## config.mk

```make
export PLATFORM = sky130hd
export DESIGN_NAME = md_issue_ctrl
export DESIGN_NICKNAME = d
export VERILOG_FILES = /design/src/rtl/md_issue_ctrl_pkg.sv /design/src/rtl/md_issue_ctrl_sat_counter.sv /design/src/rtl/md_issue_ctrl.sv
export SDC_FILE = /design/constraint.sdc
export NUM_CORES = 1
export LEC_CHECK = 0
export ABC_AREA = 1
export BUFFER_PORTS_ARGS = -buffer_cell sky130_fd_sc_hd__buf_2
export CAP_MARGIN = 25
export CELL_PAD_IN_SITES_DETAIL_PLACEMENT = 1
export CELL_PAD_IN_SITES_GLOBAL_PLACEMENT = 2
export CORE_UTILIZATION = 25
export CTS_CLUSTER_DIAMETER = 50
export DETAILED_ROUTE_END_ITERATION = 7
export GPL_TIMING_DRIVEN = 1
export HOLD_SLACK_MARGIN = 0.05
export PLACE_DENSITY = 0.91
export RECOVER_POWER = 50
export SLEW_MARGIN = 20
export SYNTH_ARGS = -nofsm -noshare
export SYNTH_HDL_FRONTEND = slang
export SYNTH_SLANG_ARGS = --single-unit
```

## constraint.sdc

```tcl
create_clock -name clk -period 5.3 [get_ports clk]
set_input_delay 1.06 -clock clk [delete_from_list [all_inputs] [get_ports clk]]
set_output_delay 1.06 -clock clk [all_outputs]
set_load 0.01 [all_outputs]
```

## src/rtl/md_issue_ctrl_pkg.sv

```systemverilog
// md_pkg: shared op codes, MD op encodings and controller state constants for the MD issue path.
package md_pkg;
  localparam logic [3:0] OP_NONE  = 4'd0;
  localparam logic [3:0] OP_MULT  = 4'd1;
  localparam logic [3:0] OP_MULTU = 4'd2;
  localparam logic [3:0] OP_DIV   = 4'd3;
  localparam logic [3:0] OP_DIVU  = 4'd4;
  localparam logic [3:0] OP_MFHI  = 4'd5;
  localparam logic [3:0] OP_MFLO  = 4'd6;
  localparam logic [3:0] OP_MTHI  = 4'd7;
  localparam logic [3:0] OP_MTLO  = 4'd8;
  localparam logic [1:0] MD_MULTU = 2'b00;
  localparam logic [1:0] MD_MULT  = 2'b01;
  localparam logic [1:0] MD_DIVU  = 2'b10;
  localparam logic [1:0] MD_DIV   = 2'b11;
  localparam logic [1:0] ST_IDLE  = 2'd0;
  localparam logic [1:0] ST_START = 2'd1;
  localparam logic [1:0] ST_WAIT  = 2'd2;
endpackage

```

## src/rtl/md_issue_ctrl_sat_counter.sv

```systemverilog
// sat_counter: up counter that sticks at all-ones.
module sat_counter #(
  parameter int W = 32
) (
  input  logic         clk,
  input  logic         rst,
  input  logic         inc,
  output logic [W-1:0] cnt
);
  logic [W-1:0] cnt_q;
  always_ff @(posedge clk)
    cnt_q <= rst ? '0 : (inc & ~&cnt_q) ? cnt_q + 1'b1 : cnt_q;
  assign cnt = cnt_q;
endmodule

```

## src/rtl/md_issue_ctrl.sv

```systemverilog
// md_issue_ctrl: EX-stage issue, stall and HI/LO access control for the multiply/divide unit.
module md_issue_ctrl
  import md_pkg::*;
#(
  parameter int TIMEOUT = 15,
  parameter int CNT_W   = 32
) (
  input  logic             clk,
  input  logic             rst,
  input  logic             ex_valid,
  input  logic [3:0]       ex_md_op,
  input  logic [31:0]      ex_rs,
  input  logic [31:0]      ex_rt,
  input  logic             flush,
  output logic             md_start,
  output logic [1:0]       md_op,
  output logic             md_we,
  output logic             md_hilo,
  output logic [31:0]      md_d1,
  output logic [31:0]      md_d2,
  input  logic             md_busy,
  input  logic [31:0]      md_hi,
  input  logic [31:0]      md_lo,
  output logic             stall,
  output logic [31:0]      rd_data,
  output logic             rd_valid,
  output logic             err,
  output logic [CNT_W-1:0] stall_cnt
);
  localparam int TW = $clog2(TIMEOUT + 1);
  logic [1:0] state_q, state_d;
  logic [TW-1:0] timer_q, timer_d;
  logic md_start_q, md_we_q, md_hilo_q, err_q;
  logic [1:0] md_op_q;
  logic [31:0] md_d1_q, md_d2_q;
  logic md_instr, accept, is_md, is_mt, is_mf, timeout;
  logic [1:0] op_enc;
  assign md_instr = ex_valid & (ex_md_op != OP_NONE);
  assign stall    = ~rst & md_instr & (state_q == ST_START | (state_q == ST_WAIT & md_busy));
  assign accept   = md_instr & ~stall & ~flush;
  assign is_md    = ex_md_op inside {OP_MULT, OP_MULTU, OP_DIV, OP_DIVU};
  assign is_mt    = ex_md_op inside {OP_MTHI, OP_MTLO};
  assign is_mf    = ex_md_op inside {OP_MFHI, OP_MFLO};
  assign op_enc   = ex_md_op == OP_MULT  ? MD_MULT  :
                    ex_md_op == OP_MULTU ? MD_MULTU :
                    ex_md_op == OP_DIV   ? MD_DIV   : MD_DIVU;
  assign timeout  = state_q == ST_WAIT & md_busy & timer_q == TW'(TIMEOUT - 1);
  assign rd_valid = accept & is_mf;
  assign rd_data  = rd_valid ? (ex_md_op == OP_MFHI ? md_hi : md_lo) : '0;
  // A new mult/div may be taken in the same cycle Busy drops, so START wins over IDLE.
  always_comb begin
    state_d = accept & is_md ? ST_START :
              state_q == ST_START ? ST_WAIT :
              state_q == ST_WAIT & (~md_busy | timeout) ? ST_IDLE : state_q;
    timer_d = state_q == ST_WAIT & md_busy & ~timeout ? timer_q + 1'b1 : '0;
  end
  always_ff @(posedge clk) begin
    if (rst) begin
      state_q    <= ST_IDLE;
      timer_q    <= '0;
      err_q      <= 1'b0;
      md_start_q <= 1'b0;
      md_we_q    <= 1'b0;
      md_hilo_q  <= 1'b0;
      md_op_q    <= MD_MULTU;
      md_d1_q    <= '0;
      md_d2_q    <= '0;
    end else begin
      state_q    <= state_d;
      timer_q    <= timer_d;
      err_q      <= err_q | timeout;
      md_start_q <= accept & is_md;
      md_we_q    <= accept & is_mt;
      if (accept & is_md) begin
        md_op_q <= op_enc;
        md_d1_q <= ex_rs;
        md_d2_q <= ex_rt;
      end
      if (accept & is_mt) begin
        md_d1_q   <= ex_rs;
        md_hilo_q <= ex_md_op == OP_MTHI;
      end
    end
  end
  sat_counter #(.W(CNT_W)) u_stall_cnt (
    .clk (clk),
    .rst (rst),
    .inc (stall),
    .cnt (stall_cnt)
  );
  assign md_start = md_start_q;
  assign md_we    = md_we_q;
  assign md_hilo  = md_hilo_q;
  assign md_op    = md_op_q;
  assign md_d1    = md_d1_q;
  assign md_d2    = md_d2_q;
  assign err      = err_q;
endmodule

```

---- Yosys cells after proc, flatten, opt, wreduce, memory -nomap -nowiden ----
Index checks and enable logic that the tools add are counted.
storage, ports and cells
  flip-flop bits (word level) ............. 108
  output and inout bits ................... 136
cells by class
  add/sub/neg operators ................... 2
  bitwise operators ....................... 22
  mux-type cells .......................... 10
  reductions and logical operators ........ 11
  equality and inequality tests ........... 11
operators with widths
  kind                                                                    number
  32-bit 2-to-1 mux                                                       4
  32-bit by 1-bit adder with 32-bit output (second input constant)        1
  32-bit AND reduction                                                    1
  4-bit by 3-bit equality test with 1-bit output (second input constant)  4
  1-bit bitwise AND                                                       13
  4-bit by 2-bit equality test with 1-bit output (second input constant)  2
  4-bit equality test (second input constant)                             2
  2-bit 2-to-1 mux                                                        4
  2-bit nonzero test                                                      4
  4-bit nonzero test                                                      2
  1-bit NOT                                                               6
  4-bit by 1-bit adder with 4-bit output (second input constant)          1
  4-bit by 1-bit equality test with 1-bit output (second input constant)  1
  2-bit OR reduction                                                      2
  1-bit bitwise OR                                                        3
  3-bit nonzero test                                                      1
  2-bit by 1-bit equality test with 1-bit output (second input constant)  1
  2-bit equality test (second input constant)                             1
  1-bit 2-to-1 mux                                                        2
  1-bit logical NOT                                                       1

---- Logic depth before layout (Yosys ltp) ----
  word-level depth ........................ 10
  depth in mapped cells ................... 11
  depth with buffers taken out ............ 11

---- Hierarchy ----
A second synthesis with hierarchy kept.
unflattened totals
  cell total of the unflattened synthesis .. 847
  area total of the unflattened synthesis .. 5452.7 um^2
by module, submodules not included
  module         sequential area each (um^2)  cells an instance  times used  area an instance (um^2)
  md_issue_ctrl  1521.5                       527                1           3468.3
  sat_counter    640.6                        320                1           1984.4

---- Least setup slack after synthesis ----
OpenSTA, ideal clock, no wires.
  kind .................................... input to output
  start point ............................. input ex_md_op[0]
  end point ............................... output rd_data[22]
  cell stages on the path ................. 8
  path slack .............................. 2.063 ns
  arrival ................................. 2.177 ns
  path buffers ............................ 2
  required time ........................... 4.240 ns
  cell sequence ........................... buf_4 > nor2_4 > a21boi_2 > nand2_1 > nor2_4 > nand4_2 > buf_2 > a21oi_1
between the ends
  cells in the longest elaborated chain, start to end .. 9
  elaborated cells on any way between the ends .. 13
  those cells by class .................... eq/ne: 2; mux: 2; bitwise: 7; reduce/logical: 2
ends and longest elaborated chain
  item                            RTL line             source
  start: declaration              md_issue_ctrl.sv:11  input logic [3:0] ex_md_op,
  4-bit nonzero test              md_issue_ctrl.sv:38  assign md_instr = ex_valid & (ex_md_op != OP_NONE);
  1-bit bitwise AND               md_issue_ctrl.sv:38
  1-bit bitwise AND (2 in a row)  md_issue_ctrl.sv:39  assign stall = ~rst & md_instr & (state_q == ST_START | (state_q == ST_WAIT & md_busy));
  1-bit NOT                       md_issue_ctrl.sv:40  assign accept = md_instr & ~stall & ~flush;
  1-bit bitwise AND (2 in a row)  md_issue_ctrl.sv:40
  1-bit bitwise AND               md_issue_ctrl.sv:48  assign rd_valid = accept & is_mf;
  32-bit 2-to-1 mux *             md_issue_ctrl.sv:49  assign rd_data = rd_valid ? (ex_md_op == OP_MFHI ? md_hi : md_lo) : '0;
  end: declaration                md_issue_ctrl.sv:25  output logic [31:0] rd_data,
Every way passes the cells marked *; elsewhere a longest branch is shown, timed or not.

---- Final worst setup path ----
  start point ............................. input ex_md_op[0]
  end point ............................... output rd_data[5]
Same word-level chain as after synthesis.

==> results.md <==
* Logic pwr share at roughly a tenth
* CTS clk-pin slew, worst paths at 0.08 ns
* Gate Count Post-Synth at 877
* Final Cell Area at 7264 um^2
* Clk sinks at approximately 110
* CTS tree: done
* Die span in x at ~150 um
* DR vias at between 6000 and 7000
* Reported leakage power at roughly 3.4 nW
* Multi-input gate area at between 2000 and 3000 um^2
* Failing checks: DRC, capacitance limit, slew limit
* Chip Height at approximately 150 um
* Yosys cell types at 33
* Global routing usage on met2 at between 30 and 40%
* CP max FO at 33
* Fillers at 2973
* Synth Net Count at about 1000
* CP top delay family: simple AND/OR/NAND/NOR gates
* Core Rows at 54
* Most Used Layer, Global Route: met2
* I/O Buffers at between 200 and 300
* PD cells at roughly 240 nW/um^2
* Cts bufs inserted at 9
* Sequential fraction of the synthesis area at 38.36%
* Post-route DRC at 14
* Vias per cell at ~4.5
* Switch Pwr at 477.3 uW
* Status: complete, but fails checks
* Clock root cell: clkbuf_16
* # setup viols final at 0
* Final ANT Viol Nets at 0
* Cell type with the largest total area after synthesis: dfxtp_1
* P_int at between 1 and 1.5 mW
* Starting DRT DRC Count at 247
* Slowest CP cell: nand4_2
* Area Growth Syn to Fin at 28.88%
* CP max stage delay at around 0.65 ns
* Post-CTS Hold Fix Bufs at 0
* YS warnings at 0
* CP Capture Type: output port
* Met1 Use GR at approximately a fifth
* Final clock skew at 0.008398 ns
* Flop pwr share at about half
* Met3 GRT Util at 3.185%
* GRT Residual Overflow at 0
* Global-route wire length before repair at roughly 31000 um
* Max Cap Violations at 3
* Post-CTS setup buffers at 0
* WP data arrival at a little over 3 ns
* Share of layout cells above drive strength 1 at 20.27%
* Reg area at about 2200 um^2
* Maximum vdd drop at 0.1769 mV
* Final HPWL DP at between 15000 and 20000 um
* Mean Syn Cell Area at roughly 6.4 um^2
* Final period util at between 70 and 80%
* DP Area at ~7100 um^2
* HP Class: register to register
* Switching share of power at between 20% and 30%
* Ports at 273
* Htree depth at 3
* Vias in the first global route at roughly 6300
* Nets at about 1300
* Critical path buffer and inverter count at 2
* Clk pwr share at 40.8%
* Worst path cell trace: buf_2, nor2_4, a21boi_2, nand2_1, nor2_4, nand4_2, a21oi_1, buf_2
* Required @ worst endpoint at between 4 and 5 ns
* Startpoint class of the critical path: primary input
* Setup TNS at 0 ns
* Dominant cells by area after synthesis: dfxtp_1 38%, nand2_1 24%, nor2_1 8.7%
* GRT Overall Usage at 16.80%
* Die area at around 23000 um^2
* Worst Tran Pin Value at between 2 and 2.5 ns
* Max clock buf depth at 2
* Worst skew pair latency at between 0.3 and 0.4 ns
* Share of the synthesized area in the top cell type at a little under two fifths
* Tmin final at a little over 4 ns
* Pre-antenna DRT Iters at 7
* Max_slew headroom at -49.20%
* RSZ-0062 raised after global routing: no
* Post-synthesis instance area at roughly 5600 um^2
* Yosys reg bits at 108
* Largest net degree at the start of global routing at 40
* Tot Pwr at ~1.7 mW
* Core region area at between 20000 and 25000 um^2
* Hold Fails Final Rpt at 0
* Initial core utilization at between 20% and 30%
* Post-cts sizing count at 0
* Crit Path Category: primary input to output port
* Fmax achieved at roughly 240 MHz
* WL final at slightly below 20000 um
* Initial antenna violation count at 1
* Global placement routability congestion at slightly above 0.8
* Fin. max-slew vios at 109
* Fin Hold WS at ~0.45 ns
* Avg WL per Cell at between 10 and 15 um
[synthesized netlist by cell type]
master	n
nor2_4	4
or2_2	1
a21oi_1	56
nor2_1	130
nor2_2	4
inv_4	1
o21ai_1	1
xor2_1	6
buf_8	1
nor3_1	3
nand2_2	11
nand2_1	355
buf_6	8
buf_12	1
nand3_2	1
nand2_4	3
nand4_2	1
buf_2	7
buf_4	5
o21ai_0	2
nand3_1	23
inv_1	61
dfxtp_1	108
inv_2	7
ha_1	3
a21oi_2	10
nand4_1	34
buf_1	4
o21ai_2	1
o21ai_4	1
a21boi_2	1
clkbuf_1	15
xnor2_1	8
[worst paths after layout]
check,from,endpoint,depth (start not counted),slack (ns)
setup / recovery,ex_md_op[0],rd_data[5],8,1.21
hold reg to reg,md_d2[22]$_SDFFE_PP0P_,md_d2[22]$_SDFFE_PP0P_,2,0.45
hold / removal,md_d2[22]$_SDFFE_PP0P_,md_d2[22]$_SDFFE_PP0P_,2,0.45
setup reg to reg,u_stall_cnt.cnt[0]$_SDFFE_PP0P_,u_stall_cnt.cnt[15]$_SDFFE_PP0P_,10,1.67
[worst min-delay path, stage by stage, from the launching register on]
cell     delay [ns]
dfxtp_1        0.31
nand2_1        0.06
nand2_1        0.04
[state kept, by name, summed over array words and instances (netlist names)]
name / flops
u_stall_cnt.cnt: 32
err: 1
timer_q: 4
md_start: 1
md_hilo: 1
md_d1: 32
md_d2: 32
md_op: 2
md_we: 1
state_q: 2
[area by class of cell]
type,count,share of cell area (%)
Antenna cell,1,0.03445
Clock buffer,9,3.100
Clock inverter,7,1.085
Inverter,69,3.600
Multi-Input combinational cell,659,40.11
Sequential cell,108,29.76
Tap cell,280,4.823
Timing Repair Buffer,278,17.48
[metrics by stage]
step / cells / util (%) / worst slack (ns)
2_1_floorplan: 877 / - / 2.063
3_3_place_gp: 1394 / 32.44 / 1.257
3_5_place_dp: 1394 / 32.44 / 1.123
4_1_cts: 1410 / 33.83 / 1.119
5_1_grt: 1411 / 33.08 / 0.9434
6_report: 1411 / 33.08 / 1.215
[cells by family (layout without fill, tap and decap cells)]
family,after synthesis,count (layout),share of synthesized area [%]
XOR/XNOR,14,14,2.175
AND/OR/NAND/NOR,570,570,41.95
flip-flops,108,108,38.36
other,0,1,0
AO/OA/AOI/OAI,72,72,7.436
buffers and inverters,110,363,9.412
adder cells (fa/ha/maj),3,3,0.6660
[layer usage]
layer | routed length (um) | up-vias | share of wire (%)
met5 | 0 | - | 0
met4 | 436 | 0 | 2.2
met3 | 1202 | 29 | 6.2
met2 | 9453 | 202 | 49
met1 | 8367 | 2851 | 43
li1 | - | 3220 | -
[power groups by stage]
stage	Sequential [mW]	Combinational [mW]	Clock, mW
6_report	0.839	0.176	0.701
5_1_grt	0.842	0.198	0.770
4_1_cts	0.839	0.186	0.737
3_5_place_dp	0.858	0.185	0
3_3_place_gp	0.857	0.181	0
2_1_floorplan	0.867	0.0859	0
[cell usage in the layout, fill, tap and decap left out, types with 2 or more instances in the layout]
cell type    n
nand4_1     34
xor2_1       6
nor2_4       2
inv_2        5
xnor2_1      8
nand3_1     23
nand2_1    357
o21ai_0      2
inv_8        4
clkbuf_16    9
a21oi_1     56
nor2_1     132
dfxtp_1    108
inv_1       63
clkbuf_1   105
nand2_2     11
clkinv_4     2
ha_1         3
buf_4        4
nor3_1       3
a21oi_2     10
buf_2      169
nor2_2       4
Note: power is estimated with default switching activity, not from simulation.
